File: src/rtl/tlb_cmd_unit.sv
// tlb_cmd_unit: 16-entry joint TLB running TLBWI/TLBR/TLBP commands plus registered translation search ports.
// Latency: command accepted in N executes in N+1 and responds (resp_valid) in N+2; searches return in the next cycle.
// Backpressure: cmd_ready low outside IDLE; search ports never stall. Port s1 is live only with TLB_DUAL_SEARCH_EN defined.
module tlb_cmd_unit #(
    parameter int TLBNUM = 16
) (
    input  logic        clk,
    input  logic        reset,
    input  logic        cmd_valid,
    input  logic [1:0]  cmd_op,
    output logic        cmd_ready,
    input  logic [3:0]  cp0_index,
    input  logic [31:0] cp0_entryhi,
    input  logic [31:0] cp0_entrylo0,
    input  logic [31:0] cp0_entrylo1,
    output logic        resp_valid,
    output logic [1:0]  resp_op,
    output logic [31:0] resp_index,
    output logic [31:0] resp_entryhi,
    output logic [31:0] resp_entrylo0,
    output logic [31:0] resp_entrylo1,
    input  logic        s0_valid,
    input  logic [31:0] s0_vaddr,
    input  logic [7:0]  s0_asid,
    output logic        s0_rvalid,
    output logic        s0_found,
    output logic [3:0]  s0_index,
    output logic [19:0] s0_pfn,
    output logic [2:0]  s0_c,
    output logic        s0_d,
    output logic        s0_v,
    input  logic        s1_valid,
    input  logic [31:0] s1_vaddr,
    input  logic [7:0]  s1_asid,
    output logic        s1_rvalid,
    output logic        s1_found,
    output logic [3:0]  s1_index,
    output logic [19:0] s1_pfn,
    output logic [2:0]  s1_c,
    output logic        s1_d,
    output logic        s1_v
);

    localparam logic [1:0] OP_TLBWI = 2'b01;
    localparam logic [1:0] OP_TLBR  = 2'b10;
    localparam logic [1:0] OP_TLBP  = 2'b11;

    typedef enum logic [1:0] {S_IDLE, S_EXEC, S_RESP} state_t;

    typedef struct packed {
        logic [18:0] vpn2;
        logic [7:0]  asid;
        logic        g;
        logic [19:0] pfn0;
        logic [2:0]  c0;
        logic        d0;
        logic        v0;
        logic [19:0] pfn1;
        logic [2:0]  c1;
        logic        d1;
        logic        v1;
    } entry_t;

    typedef struct packed {
        logic        found;
        logic [3:0]  idx;
        logic [19:0] pfn;
        logic [2:0]  c;
        logic        d;
        logic        v;
    } srch_t;

    state_t            state;
    state_t            state_nxt;
    entry_t            tlb [TLBNUM];
    logic [TLBNUM-1:0] tlb_used;
    entry_t            cap_q;
    logic [1:0]        op_q;
    logic [3:0]        idx_q;
    entry_t            rd_entry;
    srch_t             p_hit;
    srch_t             s0_res;

    // Priority lookup: scanning high to low lets the lowest matching index win.
    function automatic srch_t lookup(input logic [18:0] vpn2, input logic [7:0] asid, input logic odd);
        srch_t r;
        r = '0;
        for (int i = TLBNUM - 1; i >= 0; i--) begin
            if (tlb_used[i] && (tlb[i].vpn2 == vpn2) && (tlb[i].g || (tlb[i].asid == asid))) begin
                r.found = 1'b1;
                r.idx   = 4'(i);
                r.pfn   = odd ? tlb[i].pfn1 : tlb[i].pfn0;
                r.c     = odd ? tlb[i].c1   : tlb[i].c0;
                r.d     = odd ? tlb[i].d1   : tlb[i].d0;
                r.v     = odd ? tlb[i].v1   : tlb[i].v0;
            end
        end
        return r;
    endfunction

    // FSM state register.
    always_ff @(posedge clk) begin
        if (reset) state <= S_IDLE;
        else       state <= state_nxt;
    end

    // FSM next state: one cycle each in EXEC and RESP.
    always_comb begin
        state_nxt = state;
        case (state)
            S_IDLE:  if (cmd_valid) state_nxt = S_EXEC;
            S_EXEC:  state_nxt = S_RESP;
            S_RESP:  state_nxt = S_IDLE;
            default: state_nxt = S_IDLE;
        endcase
    end

    // FSM outputs.
    always_comb begin
        cmd_ready  = (state == S_IDLE);
        resp_valid = (state == S_RESP);
    end

    // Capture command and CP0 operands on accept; G is the AND of both page G bits.
    always_ff @(posedge clk) begin
        if (reset) begin
            cap_q <= '0;
            op_q  <= '0;
            idx_q <= '0;
        end else if (state == S_IDLE && cmd_valid) begin
            op_q  <= cmd_op;
            idx_q <= cp0_index;
            cap_q <= '{vpn2: cp0_entryhi[31:13], asid: cp0_entryhi[7:0],
                       g: cp0_entrylo0[0] & cp0_entrylo1[0],
                       pfn0: cp0_entrylo0[25:6], c0: cp0_entrylo0[5:3],
                       d0: cp0_entrylo0[2], v0: cp0_entrylo0[1],
                       pfn1: cp0_entrylo1[25:6], c1: cp0_entrylo1[5:3],
                       d1: cp0_entrylo1[2], v1: cp0_entrylo1[1]};
        end
    end

    // Translation array: TLBWI lands at the end of EXEC, reset wipes every entry.
    always_ff @(posedge clk) begin
        if (reset) begin
            for (int i = 0; i < TLBNUM; i++) tlb[i] <= '0;
            tlb_used <= '0;
        end else if (state == S_EXEC && op_q == OP_TLBWI) begin
            tlb[idx_q]      <= cap_q;
            tlb_used[idx_q] <= 1'b1;
        end
    end

    // TLBR read data (unused entries read as zero) and TLBP probe result.
    always_comb begin
        rd_entry = tlb_used[idx_q] ? tlb[idx_q] : '0;
        p_hit    = lookup(cap_q.vpn2, cap_q.asid, 1'b0);
    end

    // Response registers: loaded in EXEC, held until the next response.
    always_ff @(posedge clk) begin
        if (reset) begin
            resp_op       <= '0;
            resp_index    <= '0;
            resp_entryhi  <= '0;
            resp_entrylo0 <= '0;
            resp_entrylo1 <= '0;
        end else if (state == S_EXEC) begin
            resp_op       <= op_q;
            resp_index    <= '0;
            resp_entryhi  <= '0;
            resp_entrylo0 <= '0;
            resp_entrylo1 <= '0;
            case (op_q)
                OP_TLBR: begin
                    resp_entryhi  <= {rd_entry.vpn2, 5'b0, rd_entry.asid};
                    resp_entrylo0 <= {6'b0, rd_entry.pfn0, rd_entry.c0, rd_entry.d0, rd_entry.v0, rd_entry.g};
                    resp_entrylo1 <= {6'b0, rd_entry.pfn1, rd_entry.c1, rd_entry.d1, rd_entry.v1, rd_entry.g};
                end
                OP_TLBP: resp_index <= p_hit.found ? {28'b0, p_hit.idx} : 32'h8000_0000;
                default: ;
            endcase
        end
    end

    // Search port 0 combinational match.
    always_comb begin
        s0_res = lookup(s0_vaddr[31:13], s0_asid, s0_vaddr[12]);
    end

    // Search port 0 result register; data holds while no request.
    always_ff @(posedge clk) begin
        if (reset) begin
            s0_rvalid <= 1'b0;
            s0_found  <= 1'b0;
            s0_index  <= '0;
            s0_pfn    <= '0;
            s0_c      <= '0;
            s0_d      <= 1'b0;
            s0_v      <= 1'b0;
        end else begin
            s0_rvalid <= s0_valid;
            if (s0_valid) begin
                s0_found <= s0_res.found;
                s0_index <= s0_res.idx;
                s0_pfn   <= s0_res.pfn;
                s0_c     <= s0_res.c;
                s0_d     <= s0_res.d;
                s0_v     <= s0_res.v;
            end
        end
    end

`ifdef TLB_DUAL_SEARCH_EN
    srch_t s1_res;

    // Search port 1 combinational match.
    always_comb begin
        s1_res = lookup(s1_vaddr[31:13], s1_asid, s1_vaddr[12]);
    end

    // Search port 1 result register; data holds while no request.
    always_ff @(posedge clk) begin
        if (reset) begin
            s1_rvalid <= 1'b0;
            s1_found  <= 1'b0;
            s1_index  <= '0;
            s1_pfn    <= '0;
            s1_c      <= '0;
            s1_d      <= 1'b0;
            s1_v      <= 1'b0;
        end else begin
            s1_rvalid <= s1_valid;
            if (s1_valid) begin
                s1_found <= s1_res.found;
                s1_index <= s1_res.idx;
                s1_pfn   <= s1_res.pfn;
                s1_c     <= s1_res.c;
                s1_d     <= s1_res.d;
                s1_v     <= s1_res.v;
            end
        end
    end

    logic unused_s1;
    assign unused_s1 = ^s1_vaddr[11:0];
`else
    // Single-port build: s1 is inert and its inputs are ignored.
    assign s1_rvalid = 1'b0;
    assign s1_found  = 1'b0;
    assign s1_index  = '0;
    assign s1_pfn    = '0;
    assign s1_c      = '0;
    assign s1_d      = 1'b0;
    assign s1_v      = 1'b0;

    logic unused_s1;
    assign unused_s1 = ^{s1_valid, s1_vaddr, s1_asid};
`endif

    // Reserved CP0 bits, page offset and probe page data carry no meaning here.
    logic unused_bits;
    assign unused_bits = ^{cp0_entryhi[12:8], cp0_entrylo0[31:26], cp0_entrylo1[31:26],
                           s0_vaddr[11:0], p_hit.pfn, p_hit.c, p_hit.d, p_hit.v};

endmodule

File: config.mk
export PLATFORM = sky130hd
export DESIGN_NAME = tlb_cmd_unit
export DESIGN_NICKNAME = d
export VERILOG_FILES = /design/src/rtl/tlb_cmd_unit.sv
export SDC_FILE = /design/constraint.sdc
export NUM_CORES = 2
export LEC_CHECK = 0
export CAP_MARGIN = 20
export CELL_PAD_IN_SITES_DETAIL_PLACEMENT = 0
export CELL_PAD_IN_SITES_GLOBAL_PLACEMENT = 1
export CORE_UTILIZATION = 55
export DETAILED_ROUTE_END_ITERATION = 6
export GPL_TIMING_DRIVEN = 0
export PLACE_DENSITY_LB_ADDON = 0.1
export SYNTH_ARGS = -nofsm -noshare
export SYNTH_HDL_FRONTEND = slang
export SYNTH_SLANG_ARGS = --single-unit
File: constraint.sdc
create_clock -name clk -period 22 [get_ports clk]
set_input_delay 4.4 -clock clk [delete_from_list [all_inputs] [get_ports clk]]
set_output_delay 4.4 -clock clk [all_outputs]
set_load 0.005 [all_outputs]
### Word level (Yosys, flattened, before mapping)

Memory sizes are Yosys's and may differ from the RTL's. A register that Yosys moved wholly into a read port is not among the register bits.
Cells that the tools add are included.

* $lt $le $gt $ge: 2
* eq/ne operators: 70
* muxes and demuxes: 118
* bitwise gates (word level): 2
* reduce and logical (&&, ||, !) cells: 101

Operators by type and width (number)
* $mux 30: 32
* $eq 19x19->1: 32
* $mux 20: 16
* $eq 8x8->1: 32
* $mux 78: 2
* $mux 32: 3
* $reduce_or 78->1: 1
* $logic_and 1x1->1: 67
* $mux 26: 2
* $mux 3: 16
* $mux 1: 40
* $logic_or 1x1->1: 32
* $or 16x16->16: 1
* $mux 4: 3
* $eq 2x2->1 const B: 3
* $lt 4x5->1 const B: 1
* $bmux 1 s4: 1
* $demux 1 s4: 1
* $eq 2x1->1 const B: 2
* $ge 4x1->1 const B: 1
* $pmux 2 s2: 1
* $logic_not 2->1: 1
* $mux 2: 1
* $ne 2x2->1 const B: 1
* $and 1x1->1: 1

* flip-flop bits (word level): 263
* RAM bits: 1248
* input bits: 187
* output and inout bits: 194
* memories: 1

Memory list
* tlb: words 16, bits a word 78, read ports 17, clocked after memory_dff 1, wr ports 16, RTL line 75 `entry_t tlb [TLBNUM];`

### Longest topological paths before layout

An unclocked memory read counts as a cell.

* depth in word-level cells: 22
* depth in mapped cells: 13
* depth with buffers taken out: 8

### Worst setup path before layout

Ideal clock, no wire load.

* path kind: input to register
* start point: in reset
* end point: mem tlb[9][0] (netlist bit) (enable)
* library setup time: 0.622 ns
* arrival: 10.682 ns
* data required time: 21.378 ns
* slack: 10.696 ns
* stages: 7
* path buffers: 1
* cells stage by stage: inv_2 and3_1 clkbuf_1 nand2_1 nor2_1 nand3b_1 o21ai_0

RTL lines
* start: declaration: RTL line 8 `input logic reset,`
* end: declaration: RTL line 75

==> summary.md <==
The run finished, with violations left. The checks that failed: design-rule violations, max-slew violations. The critical setup path kind was in -> reg.

Predominant post-synthesis flop cell: edfxtp_1. During placement, the flow inserted port buffers numbering 207. The start point of the worst hold path is resp_entrylo0[9]. The detailed router finished its first iteration with 13600 violations. The total net switching power came out at 1.99 mW. STA classifies the critical path endpoint as a flop. For the leftover overflow at the end of global routing, the log shows 0. Max-cap violations in this run came to 0. The tools report the register-to-register setup slack as 16240 ps. For the final setup violation count, the log shows 0. The post-detailed-placement cell area was 90600 µm². Dividing the detail-routed via count by the number of cells gives 7.35. For this run, the post-layout net count is 7541. The net switching share of the total power was 27.9%; the combined flip-flop and latch cell area was 41900 µm². edfxtp_1 is the most common cell in the netlist. For the worst setup path, the data required time is 22510 ps. Prior to clock tree synthesis, the placed netlist has a worst setup slack of 11630 ps. During synthesis, Yosys emitted a total of 0 warnings. The area overhead of the layout relative to synthesis was 16.9%. For the worst flop-to-flop path, the logic depth is 11.

The class of the tightest hold or removal check was reg -> reg. In this run the post-CTS setup repair buffer count came out at 0. The die span in x came out at 390 µm.

Once layout is complete, the cells apart from fillers number 9558. Yosys mapped a number of flops with a built-in enable equal to 1248. The run gives 50.5% as the sequential fraction of the synthesis area. Counting instances, the worst hold path has a depth of 2. The floorplan core area is 150000 µm², and the routability congestion estimate from global placement is 1.10. Combinational cells account for 13.4% of the total power.

Cell internal power was estimated by the tool at 5.15 mW. The tools report the largest net degree at the start of global routing as 48. The sequential fraction of design power is 45.1%, and the mean routed wirelength per cell is 43.9 µm.

The delay contributed by the slowest stage of the critical path was 1200 ps; the async set-or-reset flop fraction in the synthesized netlist was 0%. The design area was 97000 µm². After synthesis, the most frequently instantiated cells are 1248 x edfxtp_1, 1021 x and2_1, 622 x xor2_1. The final number of max-transition violations was 1. TritonCTS built the clock tree. Library cell contributing the largest single delay on the critical path: nor3_2.

The routed design could run at a clock period as short as 10270 ps. For this block, the via count after detailed routing is 70300. Power spread over the standard cell area amounts to 73.6 nW/µm². In this run the worst path has a maximum fanout of 25.

The tools report the number of cells in the design after placement as 9170. For the worst-skew pair, the clock arrives at the later sink with an insertion delay of 880 ps. Based on the critical path, the design can be clocked at up to 0.0974 GHz. Dividing the synthesized area by the synthesized cell count gives 12.3 µm². Synthesis inferred 1470 register bits. The final worst-path cycle share works out to 46.7%. For the pin with the worst max-slew slack, the measured transition is 1630 ps.

The half-perimeter wire length of the detailed placement result is 315000 µm, and the initial antenna violation count is 71. Most prevalent standard cell on the critical path: clkbuf_1. The first global-routing pass estimated 547000 µm of wire. Setup repair after global routing left no endpoint under its margin. The layout has 11400 filler cells. For this run, the detailed router's first-pass iteration total came to 7.

The number of clock buffers added by TritonCTS is 159. Measured against its own limit, the worst slew margin works out to -8.50%. The initial utilization of the core area, before any placement, comes to 55.4%. In this run the biggest area consumer among cell types represents 45.2% of the synthesized area. In this run the cell area of the synthesized design comes to 83000 µm². Setup slack closes at 11730 ps. Counting along the longest clock path gives a buffer depth of 3. Overall die height: 390 µm.

The critical path goes through clkdlybuf4s50_1 > inv_2 > and3_1 > clkbuf_1 > nand2_1 > nor2_1 > nand3b_1 > nor3_2 > buf_6 > clkbuf_1 > or2_4 > buf_12. The clock tree synthesis step divided the H-tree into 4 levels. After floorplanning, the core was divided into 142 placement rows.

In this run the critical register-to-register path is launched from state[1]. The final-report hold violation count was 0; the count of cells resized by post-cts repair was 0. Startpoint type of the worst setup path: a primary input. The clock sink count came out at 1470. The worst-case IR drop observed on VDD is 0.0000777 V. Of the total power, the clock network draws 41.4%.

For the total die area, the log shows 152000 µm². The multi-input combinational cell area is 37900 µm², and the number of buffers added to fix hold violations after cts is 0. In the global route stage, overall resource usage came out at 54.1%. Dominant cell type by area after synthesis: edfxtp_1. Ranked by total cell area, the synthesized netlist is headed by edfxtp_1 45%, mux4_2 11%, and2_1 7.7%. The worst register-to-register path ends at tlb[8][58]. Summed over all failing endpoints, the final setup total negative slack is 0 ps.

In this run the remaining antenna-violating nets after routing total 0. For the post-route total power, the log shows 7.14 mW. For this design the static power due to leakage is 36.5 nW.

The clock arrives with 60.9 ps of skew. Synthesis instantiated 70 different standard cells from the library. CTS placed an instance of clkbuf_16 at the clock tree root.

The post-detailed-routing wire length is 420000 µm, and the clock-pin slew on the worst setup and hold paths is 60 ps. The logs give 64700 for the via count of the first global-routing pass and 10780 ps for the worst path arrival time. Cells with a size suffix above 1 make up 16.4% of the layout. Number of DRC violations after detailed routing: 175.

Capture endpoint of the worst hold path: resp_entrylo0[9]. During I/O placement, the number of pins put on the boundary was 381. The post-synthesis instance total came out at 6730.
per-layer routing:
layer / track usage [%] / share of wire, %
met5: 5.14 / 0.29
met2: 74.0 / 40
met4: 33.6 / 8.0
met1: 64.4 / 33
met3: 31.4 / 19
cell usage in the layout, fill, tap and decap left out, drive strengths merged, types with 41 or more instances in the layout:
cell,Yosys,final
edfxtp,1248,1248
and3,243,243
nor2,75,75
a211oi,41,41
xnor2,242,242
mux4,395,395
o311ai,48,48
clkbuf,473,686
inv,84,89
o21ai,120,120
mux2,141,141
and2,1021,1021
xor2,622,622
nor4,206,206
dfxtp,222,222
mux2i,237,237
a21oi,189,189
nand2,315,315
diode,0,50
buf,235,417
nand4,86,86
conb,1,75
clkinv,0,49
clkdlybuf4s50,0,207
nand2b,50,50
nand3,95,95
worst max path at each step:
stage / start / end / slack, ps / cells past startpoint
after floorplan: reset / tlb[9][0] / 10700 / 7
after global placement: reset / tlb[9][63] / 1850 / 8
after detailed placement: reset / tlb[6][58] / 11630 / 11
after CTS: reset / tlb[6][58] / 12490 / 11
after global routing: reset / tlb[8][58] / 12190 / 12
final: reset / tlb[8][58] / 11730 / 12
flip-flops by register name, indices dropped and copies added (netlist names), named ones only:
signal and flops:
s0_d 1, s0_c 3, resp_op 2, op_q 2, tlb 1248, cap_q 78
s0_found 1, resp_entryhi 27, s0_rvalid 1, s0_index 4, resp_index 5, resp_entrylo0 25
tlb_used 16, s0_pfn 20, resp_entrylo1 26, state 2, s0_v 1, idx_q 4
metrics by stage:
step	hold WS, ps	util, %
after global placement	434	58.7
after floorplan	439	-
after detailed placement	441	60.5
after global routing	476	64.7
after CTS	456	64.3
final	452	64.8
cell families (layout without fill, tap and decap cells):
group           Yosys count  in the layout  synth area share [%]
buf+inv                 792           1480                  4.34
simple gates           2236           2236                  15.8
other cells               1            125               0.00452
xor+xnor                864            864                  9.12
flops                  1470           1470                  50.5
compound gates          594            594                  4.76
mux                     773            773                  15.5
power by group through the flow:
stage	registers (mW)	clock network [mW]	logic, mW
CTS	3.21	2.91	0.891
global route	3.22	3.02	0.948
floorplan	3.23	0	0.485
detailed placement	3.27	0	0.886
global placement	3.30	0	0.831
finish	3.22	2.96	0.958
worst max-delay path: cells and delay by family:
kind / cells / cell delay, ps
simple gates: 6 / 3270
buf+inv: 6 / 3020
area by class of cell:
type	instances	area share [%]
Timing Repair Buffer	389	5.36
Sequential cell	1470	43.2
Buffer	708	3.42
Antenna cell	50	0.129
Clock buffer	213	4.46
Tap cell	2016	2.60
Multi-Input combinational cell	4542	39.1
Inverter	84	0.325
Clock inverter	86	1.40
No activity file was read; power rests on OpenSTA's default activity.
